--- src/rtl/vram_arbiter.sv ---
// vram_arbiter: two requesters share the text VRAM port; round-robin owner, lock, burst limit, tagged reads.
// Latency: grant 1 cycle after request seen idle; vram ce 1 cycle after accept; read data RD_LAT+1 after accept.
// Backpressure: a port stalls while its grant is low; every ownership change passes through one idle cycle.
module vram_arbiter #(
    parameter int AW        = 11,
    parameter int DW        = 8,
    parameter int RD_LAT    = 1,
    parameter int MAX_BURST = 64
) (
    input  logic          i_clk,
    input  logic          i_rst,
    input  logic          i_req0,
    input  logic          i_req1,
    input  logic          i_lock0,
    input  logic          i_lock1,
    input  logic [AW-1:0] i_addr0,
    input  logic [AW-1:0] i_addr1,
    input  logic          i_w0,
    input  logic          i_w1,
    input  logic [DW-1:0] i_din0,
    input  logic [DW-1:0] i_din1,
    output logic          o_gnt0,
    output logic          o_gnt1,
    output logic          o_rvalid0,
    output logic          o_rvalid1,
    output logic [DW-1:0] o_rdata,
    output logic [AW-1:0] o_vram_addr,
    output logic [DW-1:0] o_vram_din,
    output logic          o_vram_ce,
    output logic          o_vram_w,
    input  logic [DW-1:0] i_vram_dout
);

    localparam logic [1:0] S_IDLE = 2'b00;
    localparam logic [1:0] S_OWN0 = 2'b01;
    localparam logic [1:0] S_OWN1 = 2'b10;

    localparam int             BCW       = (MAX_BURST > 0) ? $clog2(MAX_BURST + 1) : 1;
    localparam logic [BCW-1:0] BURST_SAT = MAX_BURST[BCW-1:0];

    logic [1:0]        state;
    logic [1:0]        state_nxt;
    logic              last_served;
    logic [BCW-1:0]    burst_cnt;
    logic              acc0;
    logic              acc1;
    logic              accept;
    logic              burst_hit;
    logic              rel0;
    logic              rel1;
    logic              vram_port;
    logic [RD_LAT-1:0] tag_vld;
    logic [RD_LAT-1:0] tag_port;

    // One-hot owner states make the grants plain register bits.
    assign o_gnt0 = state[0];
    assign o_gnt1 = state[1];

    assign acc0   = i_req0 & o_gnt0;
    assign acc1   = i_req1 & o_gnt1;
    assign accept = acc0 | acc1;

    // Counting the access accepted this edge lets the limit stop the owner after exactly MAX_BURST accesses.
    assign burst_hit = (MAX_BURST != 0) &&
                       (({1'b0, burst_cnt} + {{BCW{1'b0}}, accept}) >= {1'b0, BURST_SAT});

    assign rel0 = !i_lock0 && (!i_req0 || (burst_hit && i_req1));
    assign rel1 = !i_lock1 && (!i_req1 || (burst_hit && i_req0));

    always_comb begin
        state_nxt = state;
        case (state)
            S_IDLE: begin
                if (i_req0 && (!i_req1 || last_served)) begin
                    state_nxt = S_OWN0;
                end else if (i_req1) begin
                    state_nxt = S_OWN1;
                end
            end
            S_OWN0:  if (rel0) state_nxt = S_IDLE;
            S_OWN1:  if (rel1) state_nxt = S_IDLE;
            default: state_nxt = S_IDLE;
        endcase
    end

    always_ff @(posedge i_clk or posedge i_rst) begin
        if (i_rst) begin
            state       <= S_IDLE;
            last_served <= 1'b1;
            burst_cnt   <= '0;
        end else begin
            state <= state_nxt;
            if (state != S_IDLE && state_nxt == S_IDLE) begin
                last_served <= state[1];
            end
            if (state_nxt != state) begin
                burst_cnt <= '0;
            end else if (accept && burst_cnt < BURST_SAT) begin
                burst_cnt <= burst_cnt + 1'b1;
            end
        end
    end

    always_ff @(posedge i_clk or posedge i_rst) begin
        if (i_rst) begin
            o_vram_ce   <= 1'b0;
            o_vram_w    <= 1'b0;
            o_vram_addr <= '0;
            o_vram_din  <= '0;
            vram_port   <= 1'b0;
        end else begin
            o_vram_ce <= accept;
            if (accept) begin
                o_vram_addr <= acc1 ? i_addr1 : i_addr0;
                o_vram_din  <= acc1 ? i_din1  : i_din0;
                o_vram_w    <= acc1 ? i_w1    : i_w0;
                vram_port   <= acc1;
            end
        end
    end

    // Tags follow each read from its ce cycle so data reaches the issuing port after the grant moves on.
    always_ff @(posedge i_clk or posedge i_rst) begin
        if (i_rst) begin
            tag_vld   <= '0;
            tag_port  <= '0;
            o_rvalid0 <= 1'b0;
            o_rvalid1 <= 1'b0;
            o_rdata   <= '0;
        end else begin
            tag_vld[0]  <= o_vram_ce & ~o_vram_w;
            tag_port[0] <= vram_port;
            for (int i = 1; i < RD_LAT; i++) begin
                tag_vld[i]  <= tag_vld[i-1];
                tag_port[i] <= tag_port[i-1];
            end
            o_rvalid0 <= tag_vld[RD_LAT-1] & ~tag_port[RD_LAT-1];
            o_rvalid1 <= tag_vld[RD_LAT-1] &  tag_port[RD_LAT-1];
            if (tag_vld[RD_LAT-1]) begin
                o_rdata <= i_vram_dout;
            end
        end
    end

endmodule

--- config.mk ---
export PLATFORM = sky130hd
export DESIGN_NAME = vram_arbiter
export DESIGN_NICKNAME = d
export VERILOG_FILES = /design/src/rtl/vram_arbiter.sv
export SDC_FILE = /design/constraint.sdc
export NUM_CORES = 1
export LEC_CHECK = 0
export ABC_AREA = 0
export BUFFER_PORTS_ARGS = -buffer_cell sky130_fd_sc_hd__buf_2
export CORE_ASPECT_RATIO = 1.5
export CORE_MARGIN = 3
export CORE_UTILIZATION = 51
export DETAILED_ROUTE_END_ITERATION = 10
export PLACE_DENSITY = 0.88
export SYNTH_ARGS = -nofsm -noshare
export SYNTH_HDL_FRONTEND = slang
export SYNTH_SLANG_ARGS = --single-unit
--- constraint.sdc ---
create_clock -name i_clk -period 4.9 [get_ports i_clk]
set_input_delay 0.735 -clock i_clk [delete_from_list [all_inputs] [get_ports i_clk]]
set_output_delay 0.735 -clock i_clk [all_outputs]
set_load 0.005 [all_outputs]
==> results of run 1 <==
==> how the worst max path moves through the flow <==
stage / depth (start not counted) / slack [ns] / to / startpoint
floorplan: 8 / 2.63 / burst_cnt[0] / i_req1
CTS: 7 / 2.60 / burst_cnt[6] / state[1]
detailed placement: 8 / 2.31 / burst_cnt[6] / i_req1
finish: 7 / 2.58 / burst_cnt[6] / state[1]
global placement: 8 / 2.44 / burst_cnt[2] / i_req1
global route: 7 / 2.45 / burst_cnt[6] / state[1]
==> power by group through the flow <==
stage	sequential (mW)	combinational, mW	clock [mW]
finish	0.633	0.519	0.264
floorplan	0.619	0.327	0
global route	0.657	0.582	0.290
CTS	0.635	0.528	0.272
detailed placement	0.643	0.526	0
global placement	0.633	0.508	0
==> per-stage QoR <==
| stage | setup slack (ns) | hold WS, ns | area [um2] |
|---|---|---|---|
| 3_3_place_gp | 2.439 | 0.3621 | 2500 |
| 3_5_place_dp | 2.311 | 0.3784 | 2500 |
| 4_1_cts | 2.602 | 0.3951 | 2608 |
| 6_report | 2.577 | 0.3894 | 2608 |
| 2_1_floorplan | 2.629 | 0.3535 | 2076 |
| 5_1_grt | 2.445 | 0.4089 | 2608 |
==> worst reg2reg max path, stage by stage, from the launching register on <==
cell     delay [ns]
dfrtp_1        0.53
a22oi_2        0.40
inv_1          0.14
ha_1           0.22
ha_1           0.23
and3_1         0.19
o22ai_2        0.35
a21oi_1        0.14
==> cells by family after synthesis <==
kind of cell | share of synthesized area [%]
adders and majority gates | 1.809
DFF | 53.10
muxes | 14.47
and+or+nand+nor | 10.19
buffers and inverters | 3.978
xor gates and xnor gates | 2.532
AOI/OAI and AO/OA | 13.92
==> placed cells by master (no fill, tap or decap), types with 2 or more instances in the layout <==
cell and n:
inv_1 3, a22oi_1 2, nor4b_1 2, a21oi_1 10
and2_1 2, o21ai_0 23, xnor2_1 5, nor2b_1 3
mux2_2 8, mux2i_1 21, dfrtp_1 43, ha_1 3
buf_2 86, clkbuf_8 5, nand2_1 26
==> routing by layer <==
metal	wire [um]	vias to the layer above	track usage (%)	share of wire, %
met5	0	-	0	0
met4	106	0	9.072	2.3
met3	257	10	4.462	5.5
met2	2629	54	35.70	56
met1	1687	815	22.28	36
li1	-	825	-	-
==> cell type report <==
class | instances | share of cell area [%]
clock buffer | 6 | 2.783
timing repair buffer | 87 | 16.79
tap | 43 | 2.063
sequential | 44 | 42.27
inverter | 4 | 0.5758
clock inverter | 2 | 1.344
multi-input combinational | 128 | 34.17
==> flip-flops by register name, summed over array words and instances (netlist names), 2 cells and up <==
register / flops
state: 2
burst_cnt: 7
o_vram_din: 8
o_rdata: 8
o_vram_addr: 11
==> results.json, run 1 <==
{
  "cp_max_fo": 14,
  "final_core_util_pct": 68.92,
  "yosysTopAreaCell": "dfrtp_1",
  "tns_ns": 0,
  "grtUsageTotal_pct": 20.14,
  "grt_pass1_vias": 1701,
  "swShare_pct": 33.57,
  "synth_top_cell_area_share_pct": 51.84,
  "cpPeakStageDelay_ns": 0.53,
  "total_power_mw": 1.417,
  "endpoint_kind": "flip-flop",
  "area_growth_pct": 25.62,
  "portBuffers": 86,
  "p_comb_share_pct": 36.6,
  "clock-root-buffer": "clkbuf_8",
  "wire_per_inst_um": 14.90,
  "switchingPower_mw": 0.4757,
  "gp_congestion": 0.8348,
  "rr_worst_depth": 7,
  "period_needed_ns": 2.323,
  "synthTopCellsByArea": "dfrtp_1 52%, mux2i_1 10%, o21ai_0 5.5%",
  "r2r-start": "state[1]",
  "antenna_found_initial": 0,
  "syn-num-nets": 245,
  "cts_tree": "built",
  "drt_iter0_drc": 51,
  "avgSynthCellArea_um2": 11.04,
  "synth_edf_count": 0,
  "cts-htree-levels": 2,
  "drc": 0,
  "die_y_um": 84.14,
  "cts_setup_buffers": 0,
  "clk_pin_slew_ns": 0.08,
  "fmax_mhz": 430.4,
  "fin_skew_ns": 0.005089,
  "viasPerCell": 5.427,
  "antenna_left": 0,
  "multi_input_area_um2": 890.9,
  "clockBufferDepth": 2,
  "maxCapViolations": 0,
  "hold_start": "vram_port",
  "final_max_slew_viol_count": 0,
  "rsz0062_at_grt": "no",
  "postSynthCellCount": 188,
  "dieArea_um2": 4887,
  "finalCritPeriodShare_pct": 47.42,
  "crit_required_ns": 5.05,
  "drt-pass1-iter-count": 4,
  "path_class": "reg -> reg",
  "critical-path-top-delay-family": "compound AO/OA/AOI/OAI gates",
  "finalSetupViolations": 0,
  "drive_gt1_share_pct": 39.48,
  "timing.rr.end": "burst_cnt[6]",
  "num_rows": 27,
  "hold_buffers": 0,
  "grt_pass1_wl_um": 7659,
  "io_pins": 87,
  "final_nets": 327,
  "hold_path_class": "reg -> reg",
  "grt-ovfl-total": 0,
  "vias": 1704,
  "hpwl_um": 3541,
  "intPower_mw": 0.9411,
  "initial_core_util_pct": 54.86,
  "ys_warn_count": 0,
  "crit_chain": "a22oi_2 > inv_1 > ha_1 > ha_1 > and3_1 > o22ai_2 > a21oi_1",
  "cpMaxStageDelayCell": "dfrtp_1",
  "hold_viol": 0,
  "whs_path_depth": 0,
  "fin_cells": 314,
  "async_reset_ff_share_pct": 100.0,
  "cts_buffers": 5,
  "worst_slew_pin_slew_ns": 1.179,
  "status": "completed",
  "p_per_area_nw_per_um2": 543.3,
  "synth-seq-cells": 44,
  "grt_max_degree": 45,
  "synth_ff_type": "dfrtp_1",
  "seq_area_um2": 1102,
  "startpoint_type": "flip-flop",
  "relSlewSlack_pct": 21.41,
  "holdPathEnd": "tag_port",
  "power.leakage_nw": 1.357,
  "p_seq_share_pct": 44.7,
  "worst-path-buf-inv": 1,
  "wirelength_um": 4680,
  "fill_cells": 327,
  "netlist_area_um2": 2076,
  "synth.distinct_cells": 41,
  "reg2reg_setup_slack_ns": 2.58,
  "die_x_um": 58.09,
  "peakVddDrop_mv": 0.3227,
  "core_area_um2": 3784,
  "clockPowerShare_pct": 18.7,
  "dp.cells": 306,
  "diodes": 0,
  "seq_area_frac_synth_pct": 53.10,
  "cts.sinks": 44,
  "synthTopCellsByCount": "43 x dfrtp_1, 26 x nand2_1, 23 x o21ai_0",
  "arrival_ns": 2.48,
  "insertion_delay_ns": 0.29,
  "cts_resized": 0,
  "synth_most_common_cell": "dfrtp_1",
  "cpMostUsedCell": "ha_1"
}
(Power assumes the default switching activity.)
==> inputs of run 2 (changes only) <==
==> config.mk (replaced) <==
export PLATFORM = sky130hd
export DESIGN_NAME = vram_arbiter
export DESIGN_NICKNAME = d
export VERILOG_FILES = /design/src/rtl/vram_arbiter.sv
export SDC_FILE = /design/constraint.sdc
export NUM_CORES = 1
export LEC_CHECK = 0
export ABC_AREA = 1
export BUFFER_PORTS_ARGS = -buffer_cell sky130_fd_sc_hd__buf_2
export CORE_ASPECT_RATIO = 1.5
export CORE_MARGIN = 3
export CORE_UTILIZATION = 42
export DETAILED_ROUTE_END_ITERATION = 10
export PLACE_DENSITY = 0.79
export SYNTH_ARGS = -nofsm -noshare
export SYNTH_HDL_FRONTEND = slang
export SYNTH_SLANG_ARGS = --single-unit
==> constraint.sdc (replaced) <==
create_clock -name i_clk -period 1.9 [get_ports i_clk]
set_input_delay 0.285 -clock i_clk [delete_from_list [all_inputs] [get_ports i_clk]]
set_output_delay 0.285 -clock i_clk [all_outputs]
set_load 0.005 [all_outputs]
==> results.json, run 2 <==
{
  "fin_cells": 396,
  "wirelength_um": 4981,
  "drt_iter0_drc": 36,
  "synth_most_common_cell": "nand2_1",
  "area_growth_pct": 34.33,
  "synth_top_cell_area_share_pct": 53.58,
  "cts.sinks": 44,
  "post-place-ws_ns": 0.05394,
  "cpMaxStageDelayCell": "dfrtp_1",
  "total_power_mw": 3.834,
  "yosysTopAreaCell": "dfrtp_1",
  "relSlewSlack_pct": 66.28,
  "finalCritPeriodShare_pct": 92.35,
  "fin_skew_ns": 0.006835,
  "hold_path_class": "in -> async",
  "antenna_found_initial": 0,
  "path_class": "reg -> reg",
  "cpPeakStageDelay_ns": 0.41,
  "avgSynthCellArea_um2": 8.402,
  "insertion_delay_ns": 0.30,
  "maxCapViolations": 0,
  "largest_reg_flops": 11,
  "peakVddDrop_mv": 0.7335,
  "reg2reg_setup_slack_ns": 0.15,
  "p_per_area_nw_per_um2": 1421,
  "final_max_slew_viol_count": 0,
  "drt-pass1-iter-count": 4,
  "hold_viol": 0,
  "async_reset_ff_share_pct": 100.0,
  "reg_top3": "o_vram_addr (11), o_rdata (8), o_vram_din (8)",
  "clk_pin_slew_ns": 0.09,
  "initial_core_util_pct": 43.85,
  "clock-root-buffer": "clkbuf_8",
  "dp.cells": 387,
  "dr_wl_met2_um": 2697,
  "core_area_um2": 4579,
  "status": "completed",
  "synth_ff_type": "dfrtp_1",
  "ys_warn_count": 0,
  "grt_pass1_wl_um": 8217,
  "diodes": 0,
  "worst_slack_ns": 0.1453,
  "finalSetupViolations": 0,
  "fill_cells": 434,
  "final_common_cell": "buf_2",
  "final_nets": 388,
  "grt-ovfl-total": 0,
  "wire_per_inst_um": 12.58,
  "grt_pass1_vias": 1863,
  "met1_length_um": 1846,
  "synthTopCellsByCount": "68 x nand2_1, 43 x dfrtp_1, 42 x o21ai_0",
  "period_needed_ns": 1.755,
  "portBuffers": 86,
  "power.leakage_nw": 1.423,
  "top_layer": "met4",
  "top_register": "o_vram_addr",
  "syn-num-nets": 296,
  "dieArea_um2": 5664,
  "synth_edf_count": 0,
  "fmax_mhz": 569.9,
  "arrival_ns": 1.98,
  "seq_area_frac_synth_pct": 54.89,
  "drc": 0,
  "die_y_um": 90.69,
  "crit_chain": "nand2_2 > nand2_2 > ha_4 > ha_4 > inv_1 > nor2_1 > nand3_1 > nand2_1 > nand2_1 > nand2_1 > nand2_1 > nand2_2 > nand2_2 > nand3_4 > nor2_2",
  "grtUsageTotal_pct": 18.38,
  "synth.distinct_cells": 21,
  "viasPerCell": 4.750,
  "antenna_left": 0,
  "io_pins": 87,
  "vias": 1881,
  "endpoint_kind": "flip-flop",
  "worst_slew_pin_slew_ns": 0.5051,
  "rsz0062_at_grt": "yes",
  "timing.rr.end": "burst_cnt[0]",
  "cts_tree": "built",
  "synthTopCellsByArea": "dfrtp_1 54%, nand2_1 13%, o21ai_0 10%",
  "dr_wl_met3_um": 233,
  "grt_max_degree": 26,
  "netlist_area_um2": 2008,
  "drive_gt1_share_pct": 36.14,
  "synth-seq-cells": 44,
  "cp_max_fo": 7,
  "rr_worst_depth": 15,
  "startpoint_type": "flip-flop",
  "r2r-start": "state[0]",
  "postSynthCellCount": 239,
  "final_core_util_pct": 58.91,
  "cts-htree-levels": 2,
  "cts_buffers": 5,
  "gp_congestion": 0.8625,
  "layout_common_cells": "86 x buf_2, 66 x nand2_1, 42 x o21ai_0, 42 x dfrtp_1, 31 x nor2_1",
  "crit_required_ns": 2.13,
  "clockBufferDepth": 2,
  "hpwl_um": 3785,
  "die_x_um": 62.46,
  "num_rows": 30
}
==> run 2: cell count changes after synthesis, moves of 4 or more <==
| cell | change |
|---|---|
| mux2i_1 | -21 |
| nor2_1 | +32 |
| nand2_1 | +42 |
| o21ai_0 | +19 |
| nand2_2 | +5 |
| mux2_2 | -8 |
| xor2_1 | +4 |
| inv_1 | +11 |
| nand3_1 | +4 |
| xnor2_1 | -5 |
| a21oi_1 | -9 |
==> run 2: critical path, delay by kind of cell, from the launching register on <==
family	cells	cell delay, ns
adders and majority gates	2	0.32
DFF	1	0.41
and+or+nand+nor	12	0.91
buffers and inverters	1	0.04
==> run 2: per-stage QoR <==
| stage | setup TNS, ns | hold WS [ns] | instance area [um2] |
|---|---|---|---|
| finish | 0 | 0.008959 | 2698 |
| global placement | 0 | 0.3460 | 2535 |
| floorplan | 0 | 0.3540 | 2009 |
| global route | -0.07093 | 0.05945 | 2698 |
| CTS | 0 | 0.01684 | 2650 |
| detailed placement | 0 | 0.3492 | 2535 |
==> run 2: how the worst max path moves through the flow <==
stage                         from      endpoint  cells after the start
final                     state[0]  burst_cnt[0]                     15
after global placement    state[0]  burst_cnt[3]                     15
after CTS                 state[0]  burst_cnt[3]                     15
after detailed placement    i_req0  burst_cnt[3]                     15
after global routing      state[0]  burst_cnt[0]                     14
after floorplan           state[1]  burst_cnt[4]                     15
==> run 2: what timing repair did <==
action	in CTS	in global routing
hold buffers	0	0
endpoints found under the hold margin	0	0
buffers inserted	0	1
resized for setup	0	9
endpoints found under the setup margin	0	8
==> run 2: layout make-up <==
type	instances	area (um2)	area share [%]
Tap cell	64	80.08	2.968
Clock buffer	5	68.82	2.551
Clock inverter	3	46.29	1.716
Inverter	17	63.81	2.365
Timing Repair Buffer	94	490.5	18.18
Multi-Input combinational cell	169	844.6	31.31
Sequential cell	44	1104	40.91
==> run 2: power breakdown <==
part / leakage, nW / total, mW / internal, mW / switching (mW)
Clock: 0.0548 / 0.722 / 0.396 / 0.326
Combinational: 0.819 / 1.54 / 0.644 / 0.894
Sequential: 0.549 / 1.57 / 1.34 / 0.236
==> run 2: metal layers <==
layer	GRT usage, %	up-vias
met5	0	-
met4	11.60	0
met3	2.615	17
met2	33.13	63
li1	-	934
met1	19.74	867
==> run 2: cell families (layout without fill, tap and decap cells) <==
family | count (synthesis) | after routing | synth area share (%)
muxes | 1 | 1 | 0.5607
DFF | 44 | 44 | 54.89
and+or+nand+nor | 116 | 116 | 24.36
xor gates and xnor gates | 5 | 5 | 2.181
AOI/OAI and AO/OA | 44 | 44 | 11.09
adders and majority gates | 3 | 3 | 1.869
buffers and inverters | 26 | 119 | 5.046
